<file path="src/rtl/head_assembler_pkg.sv">
`default_nettype none
// ============================================================================
//  Module      : head_assembler_pkg
//  Description : Shared parser defaults, FSM state encoding and tag layout.
//  Revision    : 1.0 - initial release
// ============================================================================
package head_assembler_pkg;

    localparam int c_DEF_DATA_WIDTH = 256;
    localparam int c_DEF_HEAD_WIDTH = 1024;
    localparam int c_DEF_TAG_WIDTH  = 8;
    localparam int c_DEF_META_WIDTH = 512;

    typedef enum logic [1:0] {
        S_IDLE    = 2'd0,
        S_COLLECT = 2'd1,
        S_DRAIN   = 2'd2
    } state_t;

    typedef struct packed {
        logic                         valid;
        logic [c_DEF_TAG_WIDTH-2:0]   pkt_id;
    } tag_t;

endpackage
`default_nettype wire

</file>
<file path="src/rtl/head_assembler.sv">
`default_nettype none
// ============================================================================
//  Module      : head_assembler
//  Description : Gathers the first HEAD_WIDTH bits of each packet into a
//                tagged head vector for the first parser layer.
//  Revision    : 1.0 - initial release
// ============================================================================
module head_assembler
    import head_assembler_pkg::*;
#(
    parameter int DATA_WIDTH = c_DEF_DATA_WIDTH,
    parameter int HEAD_WIDTH = c_DEF_HEAD_WIDTH,
    parameter int TAG_WIDTH  = c_DEF_TAG_WIDTH,
    parameter int META_WIDTH = c_DEF_META_WIDTH
) (
    input  logic                             i_clk,
    input  logic                             i_rst,
    input  logic                             i_enable,
    input  logic                             i_data_valid,
    input  logic                             i_data_sop,
    input  logic                             i_data_eop,
    input  logic [DATA_WIDTH-1:0]            i_data,
    output logic                             o_data_ready,
    output logic [HEAD_WIDTH+TAG_WIDTH-1:0]  o_head,
    output logic [META_WIDTH+TAG_WIDTH-1:0]  o_meta,
    output logic [31:0]                      o_head_cnt,
    output logic [15:0]                      o_err_cnt
);

    localparam int c_HEAD_BEATS = HEAD_WIDTH / DATA_WIDTH;
    localparam int c_IDX_W      = (c_HEAD_BEATS > 1) ? $clog2(c_HEAD_BEATS) : 1;
    localparam int c_ID_W       = TAG_WIDTH - 1;
    localparam logic [c_IDX_W-1:0] c_LAST_IDX = c_IDX_W'(c_HEAD_BEATS - 1);

    state_t                          r_state;
    state_t                          w_state_nxt;
    logic [c_IDX_W-1:0]              r_beat_idx;
    logic [c_IDX_W-1:0]              w_slot;
    logic [HEAD_WIDTH-1:0]           r_head;
    logic [HEAD_WIDTH-1:0]           w_head_nxt;
    logic [c_ID_W-1:0]               r_pkt_id;
    logic [HEAD_WIDTH+TAG_WIDTH-1:0] r_head_out;
    logic [META_WIDTH+TAG_WIDTH-1:0] r_meta_out;
    logic [31:0]                     r_head_cnt;
    logic [15:0]                     r_err_cnt;
    logic                            w_ready;
    logic                            w_accept;
    logic                            w_capture;
    logic                            w_emit;
    logic                            w_err;

    // Ready only gates admission of new packets; an open packet always flows.
    assign w_ready  = ~i_rst & ((r_state != S_IDLE) | i_enable);
    assign w_accept = i_data_valid & w_ready;

    always_ff @(posedge i_clk or posedge i_rst) begin
        if (i_rst) begin
            r_state <= S_IDLE;
        end else begin
            r_state <= w_state_nxt;
        end
    end

    always_comb begin
        w_state_nxt = r_state;
        w_capture   = 1'b0;
        w_emit      = 1'b0;
        w_err       = 1'b0;
        w_slot      = r_beat_idx;
        if (w_accept) begin
            if (i_data_sop) begin
                // A sop always starts a fresh head; one arriving mid-packet is an error.
                w_capture = 1'b1;
                w_slot    = '0;
                w_err     = (r_state != S_IDLE);
            end else begin
                case (r_state)
                    S_IDLE:    w_err = 1'b1;
                    S_COLLECT: w_capture = 1'b1;
                    S_DRAIN:   if (i_data_eop) w_state_nxt = S_IDLE;
                    default:   w_state_nxt = S_IDLE;
                endcase
            end
            if (w_capture) begin
                w_emit = i_data_eop | (w_slot == c_LAST_IDX);
                if (w_emit) begin
                    w_state_nxt = i_data_eop ? S_IDLE : S_DRAIN;
                end else begin
                    w_state_nxt = S_COLLECT;
                end
            end
        end
    end

    always_comb begin
        w_head_nxt = (w_accept & i_data_sop) ? '0 : r_head;
        for (int b = 0; b < c_HEAD_BEATS; b++) begin
            if (w_slot == c_IDX_W'(b)) begin
                w_head_nxt[HEAD_WIDTH-1-b*DATA_WIDTH -: DATA_WIDTH] = i_data;
            end
        end
    end

    always_ff @(posedge i_clk or posedge i_rst) begin
        if (i_rst) begin
            r_beat_idx <= '0;
            r_head     <= '0;
            r_pkt_id   <= '0;
            r_head_out <= '0;
            r_meta_out <= '0;
            r_head_cnt <= '0;
            r_err_cnt  <= '0;
        end else begin
            if (w_capture && !w_emit) begin
                r_beat_idx <= w_slot + 1'b1;
            end else if (w_accept) begin
                r_beat_idx <= '0;
            end
            if (w_capture) begin
                r_head <= w_head_nxt;
            end
            r_head_out <= w_emit ? {w_head_nxt, 1'b1, r_pkt_id} : '0;
            r_meta_out <= w_emit ? {{META_WIDTH{1'b0}}, 1'b1, r_pkt_id} : '0;
            if (w_emit) begin
                r_pkt_id   <= r_pkt_id + 1'b1;
                r_head_cnt <= r_head_cnt + 32'd1;
            end
            if (w_err && (r_err_cnt != 16'hFFFF)) begin
                r_err_cnt <= r_err_cnt + 16'd1;
            end
        end
    end

    assign o_data_ready = w_ready;
    assign o_head       = r_head_out;
    assign o_meta       = r_meta_out;
    assign o_head_cnt   = r_head_cnt;
    assign o_err_cnt    = r_err_cnt;

endmodule
`default_nettype wire

</file>
<file path="config.mk">
export PLATFORM = sky130hd
export DESIGN_NAME = head_assembler
export DESIGN_NICKNAME = d
export VERILOG_FILES = /design/src/rtl/head_assembler_pkg.sv /design/src/rtl/head_assembler.sv
export SDC_FILE = /design/constraint.sdc
export NUM_CORES = 2
export LEC_CHECK = 0
export CAP_MARGIN = 30
export CORE_AREA = 2 2 718 720
export CTS_CLUSTER_SIZE = 28
export DETAILED_ROUTE_END_ITERATION = 7
export DIE_AREA = 0 0 720 722
export PLACE_DENSITY = 0.4
export SETUP_SLACK_MARGIN = 0.4
export SLEW_MARGIN = 15
export SYNTH_ARGS = -nofsm -noshare
export SYNTH_HDL_FRONTEND = slang
export SYNTH_SLANG_ARGS = --single-unit
</file>
<file path="constraint.sdc">
create_clock -name i_clk -period 83 [get_ports i_clk]
set_input_delay 8.3 -clock i_clk [delete_from_list [all_inputs] [get_ports i_clk]]
set_output_delay 8.3 -clock i_clk [all_outputs]
set_load 0.03 [all_outputs]
</file>
==> impl_results.md <==
* Result of the run: finished, final reports clean
* Critical Path End Type: output pin
* Worst min path class: reg -> reg
* Worst rel slew slack at 20.64%
* Leakage power figure at 47.36 nW
* Number of warning messages in the yosys log at 0
* Clk sinks at 2115
* Initial standard-cell utilization of the core at 16.54%
* CTS clock-pin slew for the worst setup and hold paths at 0.06 ns
* Top cell type by total area after synthesis: dfrtp_1
* R2r setup slk at 78.14 ns
* Setup repair after global routing missed its margin: false
* GRT Util Overall at 14.73%
* Final Hold Vio Count at 0
* Number of design-rule violations left by the first detailed-router iteration at 5227
* Buffer type at the clock tree root: clkbuf_16
* Clock network power share at 44.8%
* Top-area cell type share of the netlist area at 62.52%
* Reg2reg end: o_head[730]
* Vertical die dimension at 722 µm
* Final routed wire length divided by cell count at 25.45 µm
* Post-route DRC at 0
* Commonest non-fill, non-tap cell in the layout: dfrtp_1
* Crit share post-route at 22.76%
* Total I/O pin count at 1863
* Overall power after layout at 0.002678 W
* Cell depth of the worst flop-to-flop path at 10
* Total Wirelength at 399500 µm
* Actual transition at the worst max-transition pin at 1.190 ns
* Dominant synthesized flop cell: dfrtp_1
* Clock buffer depth at 4
* Total of hold buffers inserted after clock tree synthesis at 0
* Remaining antenna violation count after routing at 0
* Clock H-tree levels at 5
* Number of max-cap violations at 0
* RePlAce Congestion at 0.7696
* Share of the yosys chip area belonging to registers at 62.52%
* Growth of design area from synthesis to finish at 32.11%
* Switch Pwr at 0.0007691 W
* Vias in the first global route at 61290
* Data arrival, critical path at 10.59 ns
* Insertion delay of the later-clocked pin in the worst-skew pair at 0.92 ns
* VDD IR max at 15.16 µV
* Worst r2r src: r_beat_idx[0]
* Cell types occupying the most area after synthesis: dfrtp_1 63%, nand2_1 8.1%, a22o_1 8.0%
* Critical Setup Path Class: in -> out
* Post-layout nets at 8980
* Max Clock Skew at 0.05857 ns
* Total half-perimeter wirelength after legalization and detailed placement at 260000 µm
* Switching part of the total power at 28.72%
* Total Negative Setup Slacks at 0 ns
* First-pass iteration count of the detailed router at 6
* Max-slew violations at 0
* Via density per instance at 3.974
* Most frequent cells in the layout: 2115 x dfrtp_1, 1819 x nand2_1, 1349 x clkdlybuf4s50_1
* Syn avg cell area at 10.89 µm²
* TritonCTS clock tree: yes
* Port Buf Inserts at 1350
* Overall die width at 720 µm
* Number of buffers added by the clock tree synthesis step at 274
* Post-route non-filler standard cell count at 15700
* Setup-violating endpoint count in the final report at 0
* FP Rows at 263
* Clock period minus final worst setup slack at 18.89 ns
* Startpoint of the worst hold path: r_pkt_id[6]
* Floorplan core area at 511700 µm²
* Synth cell types at 50
* Ratio of cells with drive above 1 in the final layout at 6.694%
* Wire length of the first global-routing pass at 544600 µm
* Placed cell count at 15190
* Maximum clock frequency at 52.94 MHz
* Critical Path RT at 74.70 ns
* Share of total power in sequential cells at 43.1%
* Int Power at 0.001909 W
* Combined area of all synthesized cells at 84660 µm²
* Worst Path Max Fanout at 4
* Total vias in the final route at 62380
* Number of enable flip-flop cells after synthesis at 0
* Comb pwr share at 12.2%
* Setup crit start: i_enable
* Overall die area at 519800 µm²
* Post-synthesis register bit count at 2115
* Final worst hold slack at 0.4633 ns
* Post-CTS setup buffer count at 0
* Pwr dens at 23.95 nW/µm²
* Cts repair resizes at 0
* GRT Residual Overflow at 0
* Maximum number of pins on one net before global-route repair at 171
* Worst setup endpoint: o_data_ready
* Initial antenna violation count at 64
* Startpoint Class: primary input
* Gate count of the mapped netlist at 7775
* Share of async-settable or async-resettable flops after synthesis at 100.0%
* Utilization after layout at 21.86%
## flip-flops by register name (all words and copies together) (netlist names)
register    flops
o_err_cnt      16
r_state         2
o_meta          7
r_head       1024
r_pkt_id        7
r_beat_idx      2
o_head       1025
o_head_cnt     32
## logic make-up after synthesis
kind of cell	share of synthesized area, %
AO/OA/AOI/OAI	14.20
flip-flops	62.52
XOR/XNOR	0.5173
AND/OR/NAND/NOR	10.37
other	0.004430
multiplexers	3.419
buffers and inverters	8.927
adder cells (fa/ha/maj)	0.04434
## routing by layer
| layer | global-route usage [%] | vias up | share of wire (%) |
|---|---|---|---|
| li1 | - | 26990 | - |
| met1 | 18.80 | 32540 | 42 |
| met2 | 23.84 | 2287 | 47 |
| met3 | 3.872 | 532 | 7.0 |
| met4 | 5.438 | 30 | 4.1 |
| met5 | 0 | - | 0.047 |
## layout make-up
cell class,count,area [µm²]
sequential,2115,52930
tap,6757,8454
fill,55080,399900
antenna,20,50.05
inverter,5,26.28
multi-input combinational,4816,26210
clock inverter,66,775.7
clock buffer,414,8113
timing repair buffer,1503,15280
## Yosys cell counts (2+ instances only)
cell,instances
mux2_2,10
and4_1,6
and3_1,11
inv_1,4
xnor2_1,41
ha_1,3
nor2_1,12
and2_1,10
buf_1,250
nand2_1,1822
a22o_1,770
xor2_1,9
a31oi_1,4
a21oi_1,1026
o31ai_1,2
dfrtp_1,2115
buf_2,175
clkbuf_1,329
nand4_1,10
nor2b_1,4
mux2_1,247
nand3_1,282
nand2b_1,4
o21ai_0,2
buf_4,592
nor3_1,5
o21ai_2,4
buf_6,4
## through the flow
| stage | instance area (µm²) | worst slack, ns |
|---|---|---|
| after floorplan | 86570 | 14.94 |
| after global placement | 102300 | 64.05 |
| after detailed placement | 102600 | 64.05 |
| after CTS | 111500 | 64.05 |
| after global routing | 111800 | 64.02 |
| final | 111800 | 64.11 |
## worst min path at each step
stage          slack, ns  cells after the start           to
3_5_place_dp        0.46                      1  r_pkt_id[6]
3_3_place_gp        0.45                      1  r_pkt_id[6]
5_1_grt             0.47                      1  r_pkt_id[6]
4_1_cts             0.47                      1  r_pkt_id[6]
6_report            0.46                      1  r_pkt_id[6]
2_1_floorplan       0.44                      1  r_pkt_id[6]
## worst max-delay path, cell delays in order
cell and delay, ns:
clkdlybuf4s50_1 0.79, or3_4 0.59, and2_1 0.25, clkdlybuf4s50_1 0.63
## power groups by stage
stage                     Clock (W)  Sequential (W)  Combinational, W
after floorplan                   0         0.00118          0.000217
after global placement            0         0.00117          0.000331
after detailed placement          0         0.00117          0.000334
after CTS                   0.00124         0.00115          0.000335
after global routing        0.00128         0.00116          0.000358
final                       0.00120         0.00115          0.000326
Note: power is estimated with default switching activity, not from simulation.
